<file path="src/rtl/approx_umul_pipe_if.sv">
// Operand and result handshake bundle for approx_umul_pipe.
// The master drives operands and out_ready; the slave (the multiplier) answers.
interface approx_umul_pipe_if #(
  parameter int W = 8
);
  logic           in_valid;
  logic           in_ready;
  logic [W-1:0]   in_x;
  logic [W-1:0]   in_y;
  logic           in_approx;
  logic           out_valid;
  logic           out_ready;
  logic [2*W-1:0] out_z;

  modport master (
    output in_valid, in_x, in_y, in_approx, out_ready,
    input  in_ready, out_valid, out_z
  );

  modport slave (
    input  in_valid, in_x, in_y, in_approx, out_ready,
    output in_ready, out_valid, out_z
  );
endinterface

</file>
<file path="src/rtl/approx_umul_pipe.sv">
// Two-stage pipelined WxW unsigned multiplier with per-operand exact/approximate mode.
// Optional macro APPROX_COMP_EN adds OR-compressed rounding of the first dropped column.
module approx_umul_pipe #(
  parameter int W   = 8,
  parameter int L   = 4,
  parameter int CUT = 8
) (
  input  logic                clk,
  input  logic                rst_n,
  approx_umul_pipe_if.slave   bus,
  output logic [31:0]         op_count
);

  localparam int ZW = 2 * W;
  localparam logic [ZW-1:0] KEEP_MASK = {ZW{1'b1}} << CUT;

  // ---------------------------------------------------------------
  // Stage-1 arithmetic: exact high rows, exact and truncated low rows
  // ---------------------------------------------------------------
  logic [ZW-1:0] row_pp [L];
  logic [ZW-1:0] hi_prod;
  logic [ZW-1:0] lo_exact;
  logic [ZW-1:0] lo_trunc;
  logic [ZW-1:0] lo_approx;
  logic [ZW-1:0] lo_sel;

  generate
    for (genvar gi = 0; gi < L; gi++) begin : g_row
      assign row_pp[gi] = bus.in_x[gi] ? (ZW'(bus.in_y) << gi) : '0;
    end
  endgenerate

  assign hi_prod = (ZW'(bus.in_y) * ZW'(bus.in_x[W-1:L])) << L;

  always_comb begin
    lo_exact = '0;
    lo_trunc = '0;
    for (int i = 0; i < L; i++) begin
      lo_exact = lo_exact + row_pp[i];
      lo_trunc = lo_trunc + (row_pp[i] & KEEP_MASK);
    end
  end

`ifdef APPROX_COMP_EN
  // Any set bit in column CUT-1 of the low rows rounds up by half an LSB of the kept part.
  localparam logic [ZW-1:0] COMP_TERM = {{(ZW-1){1'b0}}, 1'b1} << (CUT - 1);
  logic [L-1:0] row_edge;

  generate
    for (genvar gi = 0; gi < L; gi++) begin : g_edge
      assign row_edge[gi] = row_pp[gi][CUT-1];
    end
  endgenerate

  assign lo_approx = lo_trunc + ((|row_edge) ? COMP_TERM : '0);
`else
  assign lo_approx = lo_trunc;
`endif

  assign lo_sel = bus.in_approx ? lo_approx : lo_exact;

  // ---------------------------------------------------------------
  // Pipeline control
  // ---------------------------------------------------------------
  logic          s1_valid_q, s1_valid_d;
  logic [ZW-1:0] hi_q, hi_d;
  logic [ZW-1:0] lo_q, lo_d;
  logic          s2_valid_q, s2_valid_d;
  logic [ZW-1:0] z_q, z_d;
  logic [31:0]   op_count_q, op_count_d;
  logic          s1_adv;
  logic          s2_adv;

  assign s2_adv       = !s2_valid_q || bus.out_ready;
  assign s1_adv       = !s1_valid_q || s2_adv;
  assign bus.in_ready = s1_adv;

  always_comb begin
    s1_valid_d = s1_valid_q;
    hi_d       = hi_q;
    lo_d       = lo_q;
    if (s1_adv) begin
      s1_valid_d = bus.in_valid;
      if (bus.in_valid) begin
        hi_d = hi_prod;
        lo_d = lo_sel;
      end
    end
  end

  always_comb begin
    s2_valid_d = s2_valid_q;
    z_d        = z_q;
    if (s2_adv) begin
      s2_valid_d = s1_valid_q;
      if (s1_valid_q) begin
        z_d = hi_q + lo_q;
      end
    end
  end

  // Wraps naturally at 2^32.
  always_comb begin
    op_count_d = op_count_q;
    if (s2_valid_q && bus.out_ready) begin
      op_count_d = op_count_q + 32'd1;
    end
  end

  always_ff @(posedge clk or negedge rst_n) begin
    if (!rst_n) begin
      s1_valid_q <= 1'b0;
      hi_q       <= '0;
      lo_q       <= '0;
      s2_valid_q <= 1'b0;
      z_q        <= '0;
      op_count_q <= '0;
    end else begin
      s1_valid_q <= s1_valid_d;
      hi_q       <= hi_d;
      lo_q       <= lo_d;
      s2_valid_q <= s2_valid_d;
      z_q        <= z_d;
      op_count_q <= op_count_d;
    end
  end

  assign bus.out_valid = s2_valid_q;
  assign bus.out_z     = z_q;
  assign op_count      = op_count_q;

endmodule
</file>
<file path="src/flat_wrapper.sv">
// flat-port wrapper written by rule: the top's interface ports become plain ports
module approx_umul_pipe_flat 
#(
  parameter int W   = 8,
  parameter int L   = 4,
  parameter int CUT = 8
)
  (clk, rst_n, op_count, bus_in_valid, bus_in_x, bus_in_y, bus_in_approx, bus_out_ready, bus_in_ready, bus_out_valid, bus_out_z);
  approx_umul_pipe_if #(.W(W)) bus_i ();
  input  logic clk;
  input  logic rst_n;
  output logic [31:0] op_count;
  input wire logic [$bits(bus_i.in_valid)-1:0] bus_in_valid;
  input wire logic [$bits(bus_i.in_x)-1:0] bus_in_x;
  input wire logic [$bits(bus_i.in_y)-1:0] bus_in_y;
  input wire logic [$bits(bus_i.in_approx)-1:0] bus_in_approx;
  input wire logic [$bits(bus_i.out_ready)-1:0] bus_out_ready;
  output wire logic [$bits(bus_i.in_ready)-1:0] bus_in_ready;
  output wire logic [$bits(bus_i.out_valid)-1:0] bus_out_valid;
  output wire logic [$bits(bus_i.out_z)-1:0] bus_out_z;
  assign bus_i.in_valid = bus_in_valid;
  assign bus_i.in_x = bus_in_x;
  assign bus_i.in_y = bus_in_y;
  assign bus_i.in_approx = bus_in_approx;
  assign bus_i.out_ready = bus_out_ready;
  assign bus_in_ready = bus_i.in_ready;
  assign bus_out_valid = bus_i.out_valid;
  assign bus_out_z = bus_i.out_z;
  approx_umul_pipe #(.W(W), .L(L), .CUT(CUT)) u_core (.clk(clk), .rst_n(rst_n), .bus(bus_i), .op_count(op_count));
endmodule
</file>
<file path="config.mk">
export PLATFORM = sky130hd
export DESIGN_NAME = approx_umul_pipe_flat
export DESIGN_NICKNAME = d
export VERILOG_FILES = /design/src/rtl/approx_umul_pipe_if.sv /design/src/rtl/approx_umul_pipe.sv /design/src/flat_wrapper.sv
export SDC_FILE = /design/constraint.sdc
export NUM_CORES = 1
export LEC_CHECK = 0
export ABC_AREA = 1
export ABC_CLOCK_PERIOD_IN_PS = 2000
export CELL_PAD_IN_SITES_DETAIL_PLACEMENT = 2
export CELL_PAD_IN_SITES_GLOBAL_PLACEMENT = 2
export CORE_MARGIN = 4
export CORE_UTILIZATION = 30
export DETAILED_ROUTE_END_ITERATION = 10
export GPL_TIMING_DRIVEN = 1
export MAX_ROUTING_LAYER = met4
export PLACE_DENSITY_LB_ADDON = 0.1
export RECOVER_POWER = 25
export SYNTH_ARGS = -nofsm -noshare
export SYNTH_HDL_FRONTEND = slang
export SYNTH_SLANG_ARGS = --single-unit
</file>
<file path="constraint.sdc">
create_clock -name clk -period 2 [get_ports clk]
set_clock_uncertainty 0.05 [all_clocks]
set_input_delay 0.3 -clock clk [delete_from_list [all_inputs] [get_ports clk]]
set_output_delay 0.3 -clock clk [all_outputs]
set_load 0.02 [all_outputs]
</file>
# --- Word level (Yosys, flattened, before mapping) ---
# Index checks and enable logic that the tools add are counted.
totals:
  register_bits: 78
  input_bits: 21
  output_inout_bits: 50
  elab_cells: 27
classes:
  addsub: 8
  n_mul: 1
  n_mux: 5
  reduce_logical: 7
op_table:
  columns: ["cell", "count"]
  rows:
  - ["$add A16 B16 Y16", 6]
  - ["$add A32 B1 Y32 const B", 1]
  - ["$add A16 B16 Y16 const A", 1]
  - ["$mux W16", 1]
  - ["$mul A8 B4 Y12", 1]
  - ["$mux W11", 1]
  - ["$mux W10", 1]
  - ["$mux W9", 1]
  - ["$mux W8", 1]
  - ["$reduce_and A2 Y1", 2]
  - ["$logic_not A1 Y1", 2]
  - ["$logic_or A1 B1 Y1", 2]
  - ["$logic_and A1 B1 Y1", 1]

# --- Logic depth before layout (Yosys ltp) ---
# Gate-level depths: netlist of run 1.
logic_depth:
  ltp_word: 5
  mapped_depth: 17
  depth_no_buf: 16

# --- Worst setup path after synthesis of run 1 ---
# OpenSTA, ideal clock, no wires.
synth_timing:
  path_type: "input to register"
  startpoint: "input port bus_in_x[3]"
  endpoint: "register u_core.lo_q[11]"
  setup_time_ps: 116
  t_arrival_ps: 2788
  t_required_ps: 1834
  path_slack_ps: -954
  path_stages: 17
  n_path_buf: 1
  cell_sequence: "clkbuf_1 nand2_1 inv_1 fa_1 inv_1 fa_1 inv_1 ha_1 fa_1 nand2_1 nand2_1 nand3_1 nand2_1 nand2_1 nand3_1 nand2_1 nand2_1"
synth_via:
  elab_chain_cells: 3
  word_cells_on_any_way: 4
  cone_classes: "add/sub: 2; mux: 2"
synth_lines:
  columns: ["element", "line_no", "text"]
  rows:
  - ["from (decl)", "flat_wrapper.sv:14", "input wire logic [$bits(bus_i.in_x)-1:0] bus_in_x;"]
  - ["$mux W11 (*)", "approx_umul_pipe.sv:29", "assign row_pp[gi] = bus.in_x[gi] ? (ZW'(bus.in_y) << gi) : '0;"]
  - ["$add A16 B16 Y16 (on tied branches)", "approx_umul_pipe.sv:39, approx_umul_pipe.sv:40", null]
  - ["$mux W16 (*)", "approx_umul_pipe.sv:60", "assign lo_sel = bus.in_approx ? lo_approx : lo_exact;"]
  - ["to (signal assigned)", "approx_umul_pipe.sv:121", "lo_q <= lo_d;"]
  - ["to (decl)", "approx_umul_pipe.sv:67", "logic [ZW-1:0] lo_q, lo_d;"]
# Mark *: on every way between the ends. The rest lies on a longest branch, timed or not.
# A chain may end at the register's enable or synchronous reset.

# --- Worst setup path after layout of run 1 ---
layout_timing:
  startpoint: "input port bus_in_y[2]"
  endpoint: "register u_core.lo_q[9]"
layout_via:
  elab_chain_cells: 5
  word_cells_on_any_way: 8
  cone_classes: "add/sub: 3; mux: 5"
layout_lines:
  columns: ["element", "line_no", "text"]
  rows:
  - ["from (decl)", "flat_wrapper.sv:15", "input wire logic [$bits(bus_i.in_y)-1:0] bus_in_y;"]
  - ["$mux W8 / $mux W9 (equally long branches)", "approx_umul_pipe.sv:29", null]
  - ["$add A16 B16 Y16 (2 in series)", "approx_umul_pipe.sv:39", "lo_exact = lo_exact + row_pp[i];"]
  - ["$add A16 B16 Y16 (*)", "approx_umul_pipe.sv:39", null]
  - ["$mux W16 (*)", "approx_umul_pipe.sv:60", null]
# Marks and branches as above.

==> reports/metrics.yaml, run 1 <==
finish:
  area_growth_syn_to_layout_pct: 40.3
  finalInstanceArea_um2: 8480
  layout.nets: 1075
  final_cell_mix: "nand2_1 (268), inv_1 (125), dfrtp_1 (74), buf_4 (69), clkdlybuf4s50_1 (52)"
  fin_cells: 1257
  regArea_um2: 1880
  insertedDiodeCount: 0
  drive_gt1_frac: 0.260
  final_common_cell: "nand2_1"
  n_fill_cell: 2315
  multiInputGateArea_um2: 4040
job:
  drv_cap: 0
floorplanning:
  fp-row-count: 51
  fp.dieH_um: 150
  die_width_um: 150
  num_io_pins: 71
  coreArea_um2: 19700
  die_area_um2: 22500
  start_util: 0.308
sta:
  hold_ws_ns: 0.426
  fin_tns_setup_ns: -7.66
  hold_violations: 0
  fin_ws_ns: -0.579
  min_period_ns: 2.58
  rsz0062_at_grt: "yes"
  worst_slew_pin_slew_ns: 0.708
  fmax_ghz: 0.388
  relSlewSlack: 0.528
  drv_slew: 0
  fin_crit_sh: 1.29
  setup_viol_count_final: 18
global_route:
  grt_util_all_layers: 0.187
  grt_overflow: 0
  grt_pass1_wl_um: 32800
  grt_max_degree: 29
  first_global_vias: 6388
  antenna_found_initial: 0
clock_network:
  clk_latency_ns: 0.35
  root_buffer: "clkbuf_16"
  cts_inserted_buffers: 9
  clockBufferDepth: 2
  cts_tree: "yes"
  htree_levels: 3
  cts.clk_slew.worst_paths_ns: 0.06
  cts_num_sinks: 75
logic_synthesis:
  ys_seq_area_frac: 0.310
  syn_area_per_cell_um2: 7.12
  syn_area_um2: 6050
  synth_seq_cells: 75
  syn_nets: 937
  synth_xor_area_frac: 0.0420
  synth_top_area_share: 0.310
  synth_top_cell_by_area: "dfrtp_1"
  synth_mux_area_frac: 0
  ys_types: 32
  yosys.area_share.adder: 0.172
  syn_inst: 849
  synth_top_family_by_area: "simple AND/OR/NAND/NOR gates"
  synth-compound-area-share: 0.0424
  synth.area.top_cells: "dfrtp_1 (31%), nand2_1 (19%), inv_1 (9.6%)"
  yosysWarnings: 0
  yosys.area_share.simple: 0.321
setup_path:
  cp_max_fo: 5
  r2r_cells: 10
  end_kind: "flop"
  crit_chain: "buf_12 -> nand2_4 -> inv_2 -> fa_1 -> inv_1 -> fa_1 -> inv_2 -> ha_4 -> fa_2 -> nand2_2 -> nand2_4 -> nand3b_1 -> nand3_1 -> nand2_1 -> nor2_1 -> o21ai_1"
  path_class: "in2reg"
  required_ns: 2.22
  max_stage_delay_ns: 0.52
  worstPathArrival_ns: 2.80
  critPathSlowestCell: "fa_1"
  worstSetupStartpointType: "input port"
place:
  io_buffers: 70
  place.gp.congestion: 0.821
  dp.cells: 1230
  place_hpwl_um: 16200
  placedInstanceArea_um2: 7670
detailed_routing:
  ant_nets: 0
  vias: 5769
  via_per_inst: 4.59
  drt_iter0_drc: 129
  routed_wl_um: 20200
  dr.pass1.iters: 4
  routedWlPerCell_um: 16.1
  route.detailed.drc: 0
power_and_ir_drop:
  p_sw_frac: 0.404
  p_sw_mw: 2.96
  pwr-share-comb: 0.476
  leakagePower_nw: 4.42
  powerDensity_nw_per_um2: 861
  irDropWorstVdd_mv: 0.322
  internal_power_mw: 4.35
  clkPwrFrac: 0.234
  seqPwrFrac: 0.290
worst_hold_path:
  hp-class: "reg2reg"
  hold_path_depth: 2
outcome:
  violations: "setup timing"
  status: "complete, but fails checks"
## registers in the layout, indices dropped and copies added, names as in the netlist
register,count
u_core.op_count,32
u_core.lo_q,13
u_core.s1_valid_q,1
u_core.hi_q,12
u_core.bus.out_valid,1
u_core.bus.out_z,16
## stage by stage
step	power, mW	worst slack (ns)	util
floorplan	3.95	-0.739	-
global placement	5.13	-1.30	0.391
detailed placement	5.28	-1.39	0.391
CTS	7.20	-0.522	0.417
global route	7.87	-0.718	0.432
finish	7.31	-0.579	0.432
## cell usage after synthesis, drive strengths merged
cell type  number
ha             40
o21bai          2
nor2           67
inv           157
clkbuf         18
clkinv          1
a22o            1
or2             1
xor2           12
o21ai          31
a31oi           1
nand4           7
xnor2          17
fa             27
o22ai           1
nand3          51
nand3b          9
nand2         314
dfrtp          75
nor4            1
buf             3
a21oi          13
## layout make-up
class,instances,share of cell area
Sequential cell,75,0.221
Clock inverter,7,0.00929
Tap cell,265,0.0391
Multi-Input combinational cell,595,0.476
Timing Repair Buffer,148,0.157
Clock buffer,9,0.0265
Inverter,158,0.0703
## final timing paths
kind	from	endpoint	slack [ns]
max	bus_in_y[2]	u_core.lo_q[9]	-0.58
min	u_core.bus.out_z[12]	u_core.bus.out_z[12]	0.43
max reg2reg	u_core.op_count[0]	u_core.op_count[24]	0.21
min reg2reg	u_core.bus.out_z[12]	u_core.bus.out_z[12]	0.43
max in group asynchronous	rst_n	u_core.op_count[0]	0.24
min in group asynchronous	rst_n	u_core.op_count[18]	0.48
## what timing repair did
item,CTS,global route
resized for setup,130,82
hold buffers,1,0
setup endpoints to repair,20,23
setup buffers,5,5
endpoints found under the hold margin,25,0
pin swaps,45,52
## critical path, delay by kind of cell
| kind | cells | cell delay [ns] |
|---|---|---|
| compound gates | 1 | 0.12 |
| fa+ha+maj | 4 | 1.54 |
| buf+inv | 4 | 0.24 |
| simple gates | 7 | 0.59 |
## power groups by stage
| stage | combinational (mW) | sequential (mW) | clock (mW) |
|---|---|---|---|
| after detailed placement | 3.12 | 2.15 | 0 |
| final | 3.48 | 2.12 | 1.71 |
| after global routing | 3.87 | 2.18 | 1.83 |
| after global placement | 3.00 | 2.12 | 0 |
| after floorplan | 1.63 | 2.32 | 0 |
| after CTS | 3.32 | 2.13 | 1.76 |
## cell families (layout without fill, tap and decap cells)
group | after synthesis | count (layout)
compound gates | 49 | 49
xor+xnor | 29 | 29
fa+ha+maj | 67 | 67
buf+inv | 179 | 322
flops | 75 | 75
simple gates | 450 | 450
## routing by layer
metal	global-route usage	vias to the layer above	routed length (um)
met4	0.0425	0	210
met5	-	-	0
met2	0.324	63	10200
li1	-	2840	-
met1	0.239	2853	9380
met3	0.0179	13	424
No activity file was read; power rests on OpenSTA's default activity.
==> run 2: changes to the inputs <==
--- a/config.mk
+++ b/config.mk
@@ -7,6 +7,7 @@
 export LEC_CHECK = 0
 export ABC_AREA = 1
 export ABC_CLOCK_PERIOD_IN_PS = 2000
+export CAP_MARGIN = 20
 export CELL_PAD_IN_SITES_DETAIL_PLACEMENT = 2
 export CELL_PAD_IN_SITES_GLOBAL_PLACEMENT = 2
 export CORE_MARGIN = 4
@@ -19,3 +20,4 @@
 export SYNTH_ARGS = -nofsm -noshare
 export SYNTH_HDL_FRONTEND = slang
 export SYNTH_SLANG_ARGS = --single-unit
+export TNS_END_PERCENT = 1
==> run 2 against run 1 <==
  * Sequential cell count stayed put
  * Die area unchanged
  * Worst hold slack worse by 0.037 ns
  * Sequential power barely moved
  * Count of clock-buffer cells in the layout rose by 3
  * Via count decreased by 1.0%
  * Highest routed layer unchanged
  * The flow still finishes with violations (setup timing)
  * Setup slack better by 0.056 ns
  * Cell area fell by 4.3%
  * Global-route usage fell by 0.059 points
==> reports/metrics.yaml, run 2 (same netlist as run 1, synthesis figures left out) <==
outcome:
  status: "complete, but fails checks"
  violations: "setup timing"
detailed_routing:
  vias: 5709
  routed_wl_um: 19700
  routedWlPerCell_um: 15.8
  route.detailed.drc: 0
  ant_nets: 0
  via_per_inst: 4.58
  drt_iter0_drc: 121
  dr.pass1.iters: 4
sta:
  relSlewSlack: 0.332
  drv_slew: 0
  worst_slew_pin_slew_ns: 1.00
  setup_viol_count_final: 17
  rsz0062_at_grt: "yes"
  fin_crit_sh: 1.26
  hold_ws_ns: 0.390
  fin_ws_ns: -0.523
  fmax_ghz: 0.396
  hold_violations: 0
  min_period_ns: 2.52
power_and_ir_drop:
  powerDensity_nw_per_um2: 863
  leakagePower_nw: 4.27
  power_mw: 7.01
  irDropWorstVdd_mv: 0.307
job:
  drv_cap: 0
finish:
  n_fill_cell: 2354
  fin_cells: 1247
  area_growth_syn_to_layout_pct: 34.3
  final_common_cell: "nand2_1"
  drive_gt1_frac: 0.188
  layout.nets: 1065
  fin_util: 0.413
  insertedDiodeCount: 0
  final_cell_mix: "nand2_1 (292), inv_1 (140), dfrtp_1 (74), buf_4 (67), nor2_1 (55)"
  largest_reg_flops: 32
global_route:
  grt_overflow: 0
  grt_util_all_layers: 0.187
  antenna_found_initial: 0
  grt_max_degree: 40
  grt_pass1_wl_um: 32900
  first_global_vias: 6555
clock_network:
  cts_inserted_buffers: 9
  cts_num_sinks: 75
  clk_latency_ns: 0.35
  cts.clk_slew.worst_paths_ns: 0.06
  cts_tree: "yes"
  htree_levels: 3
  root_buffer: "clkbuf_16"
  clockBufferDepth: 2
worst_hold_path:
  hold_path_depth: 4
  hp-start: "bus_in_y[0]"
  hold_end: "u_core.lo_q[0]"
  hp-class: "in2reg"
floorplanning:
  die_width_um: 150
  num_io_pins: 71
  coreArea_um2: 19700
  die_area_um2: 22500
  fp.dieH_um: 150
  fp-row-count: 51
  start_util: 0.308
setup_path:
  max_stage_delay_ns: 0.55
  worstPathArrival_ns: 2.75
  r2r_setup_slack_ns: 0.16
  r2r_start: "u_core.lo_q[4]"
  end_kind: "flop"
  path_class: "in2reg"
  r2r_end: "u_core.bus.out_z[12]"
  critPathSlowestCell: "fa_1"
  cpMostUsedCell: "inv_2"
  crit_family: "adder cells"
  worstSetupStartpointType: "input port"
  path_buf_inv: 4
  r2r_cells: 11
  cp_max_fo: 5
  crit_chain: "buf_12 -> nand2_4 -> inv_2 -> fa_1 -> inv_2 -> fa_1 -> inv_2 -> ha_4 -> fa_2 -> nand2_2 -> nand2_4 -> nand3b_1 -> nand3_1 -> nand2_1 -> nor2_1 -> o21ai_1"
  required_ns: 2.23
place:
  io_buffers: 70
  place.gp.congestion: 0.847
  dp_slack_ns: -1.47
  place_hpwl_um: 16000
  dp.cells: 1224
run 2: cell types whose count changed in the layout (fill, tap and decap cells not counted), moves of 4 or more:
| cell | previous run | this run |
|---|---|---|
| ha_4 | 13 | 9 |
| buf_6 | 11 | 5 |
| a21oi_1 | 4 | 8 |
| nand2_2 | 33 | 18 |
| nor2_1 | 50 | 55 |
| nand3_1 | 33 | 40 |
| nand2_1 | 268 | 292 |
| inv_6 | 5 | 0 |
| inv_1 | 125 | 140 |
| nand2_4 | 13 | 4 |
| nand3_2 | 13 | 7 |
| inv_2 | 31 | 17 |
run 2: metrics by stage:
stage,cell area [um^2],setup TNS (ns)
2_1_floorplan,6110,-11.57
3_3_place_gp,7500,-23.99
3_5_place_dp,7500,-26.26
4_1_cts,7980,-7.47
5_1_grt,8120,-9.32
6_report,8120,-7.25
run 2: power breakdown:
group | internal (mW) | total, mW | switching, mW | leakage [nW]
clock network | 0.968 | 1.63 | 0.662 | 0.137
logic | 1.42 | 3.26 | 1.85 | 3.16
registers | 1.84 | 2.11 | 0.271 | 0.981
total | 4.23 | 7.01 | 2.78 | 4.27
run 2: final cells by class:
class                   instances  area, um^2  share of cell area
clock buffers                  12         236              0.0291
clock inverters                 4        51.3             0.00632
inverters                     158         594              0.0732
multi-input cells             595        3810               0.469
flip-flops and latches         75        1880               0.231
well taps                     265         332              0.0408
repair buffers                138        1220               0.150
run 2: worst max-delay path by stage:
| stage | end | startpoint | cells past startpoint | slack (ns) |
|---|---|---|---|---|
| final | u_core.lo_q[9] | bus_in_x[2] | 16 | -0.52 |
| after global routing | u_core.lo_q[9] | bus_in_x[2] | 16 | -0.66 |
| after CTS | u_core.lo_q[11] | bus_in_x[1] | 17 | -0.56 |
| after detailed placement | u_core.hi_q[14] | bus_in_y[2] | 15 | -1.47 |
| after global placement | u_core.lo_q[5] | bus_in_y[1] | 12 | -1.36 |
| after floorplan | u_core.lo_q[11] | bus_in_x[3] | 17 | -0.74 |
run 2: tightest hold or removal path: cells and delay by family:
| kind | cells | cell delay [ns] |
|---|---|---|
| AOI/OAI and AO/OA | 1 | 0.09 |
| buffers and inverters | 2 | 0.26 |
| and+or+nand+nor | 1 | 0.08 |
run 2: what timing repair did:
action / 4_1_cts / 5_1_grt
setup endpoints to repair: 20 / 23
hold endpoints to repair: 36 / 0
gates resized for setup: 126 / 36
pin swaps: 30 / 20
hold buffers: 1 / 0
setup buffers: 3 / 3
run 2: layer usage:
metal	wire length, um	vias up	share of wire	global-route usage
li1	-	2806	-	-
met1	9250	2828	0.47	0.236
met2	9820	63	0.50	0.325
met3	427	12	0.022	0.0212
met4	210	0	0.011	0.0384
met5	0	-	0	-
==> run 3: changes to the inputs <==
--- a/config.mk
+++ b/config.mk
@@ -7,7 +7,6 @@
 export LEC_CHECK = 0
 export ABC_AREA = 1
 export ABC_CLOCK_PERIOD_IN_PS = 2000
-export CAP_MARGIN = 20
 export CELL_PAD_IN_SITES_DETAIL_PLACEMENT = 2
 export CELL_PAD_IN_SITES_GLOBAL_PLACEMENT = 2
 export CORE_MARGIN = 4
==> results of run 3 <==
No change in the layout: final DEF, timing and power equal those of run 2.
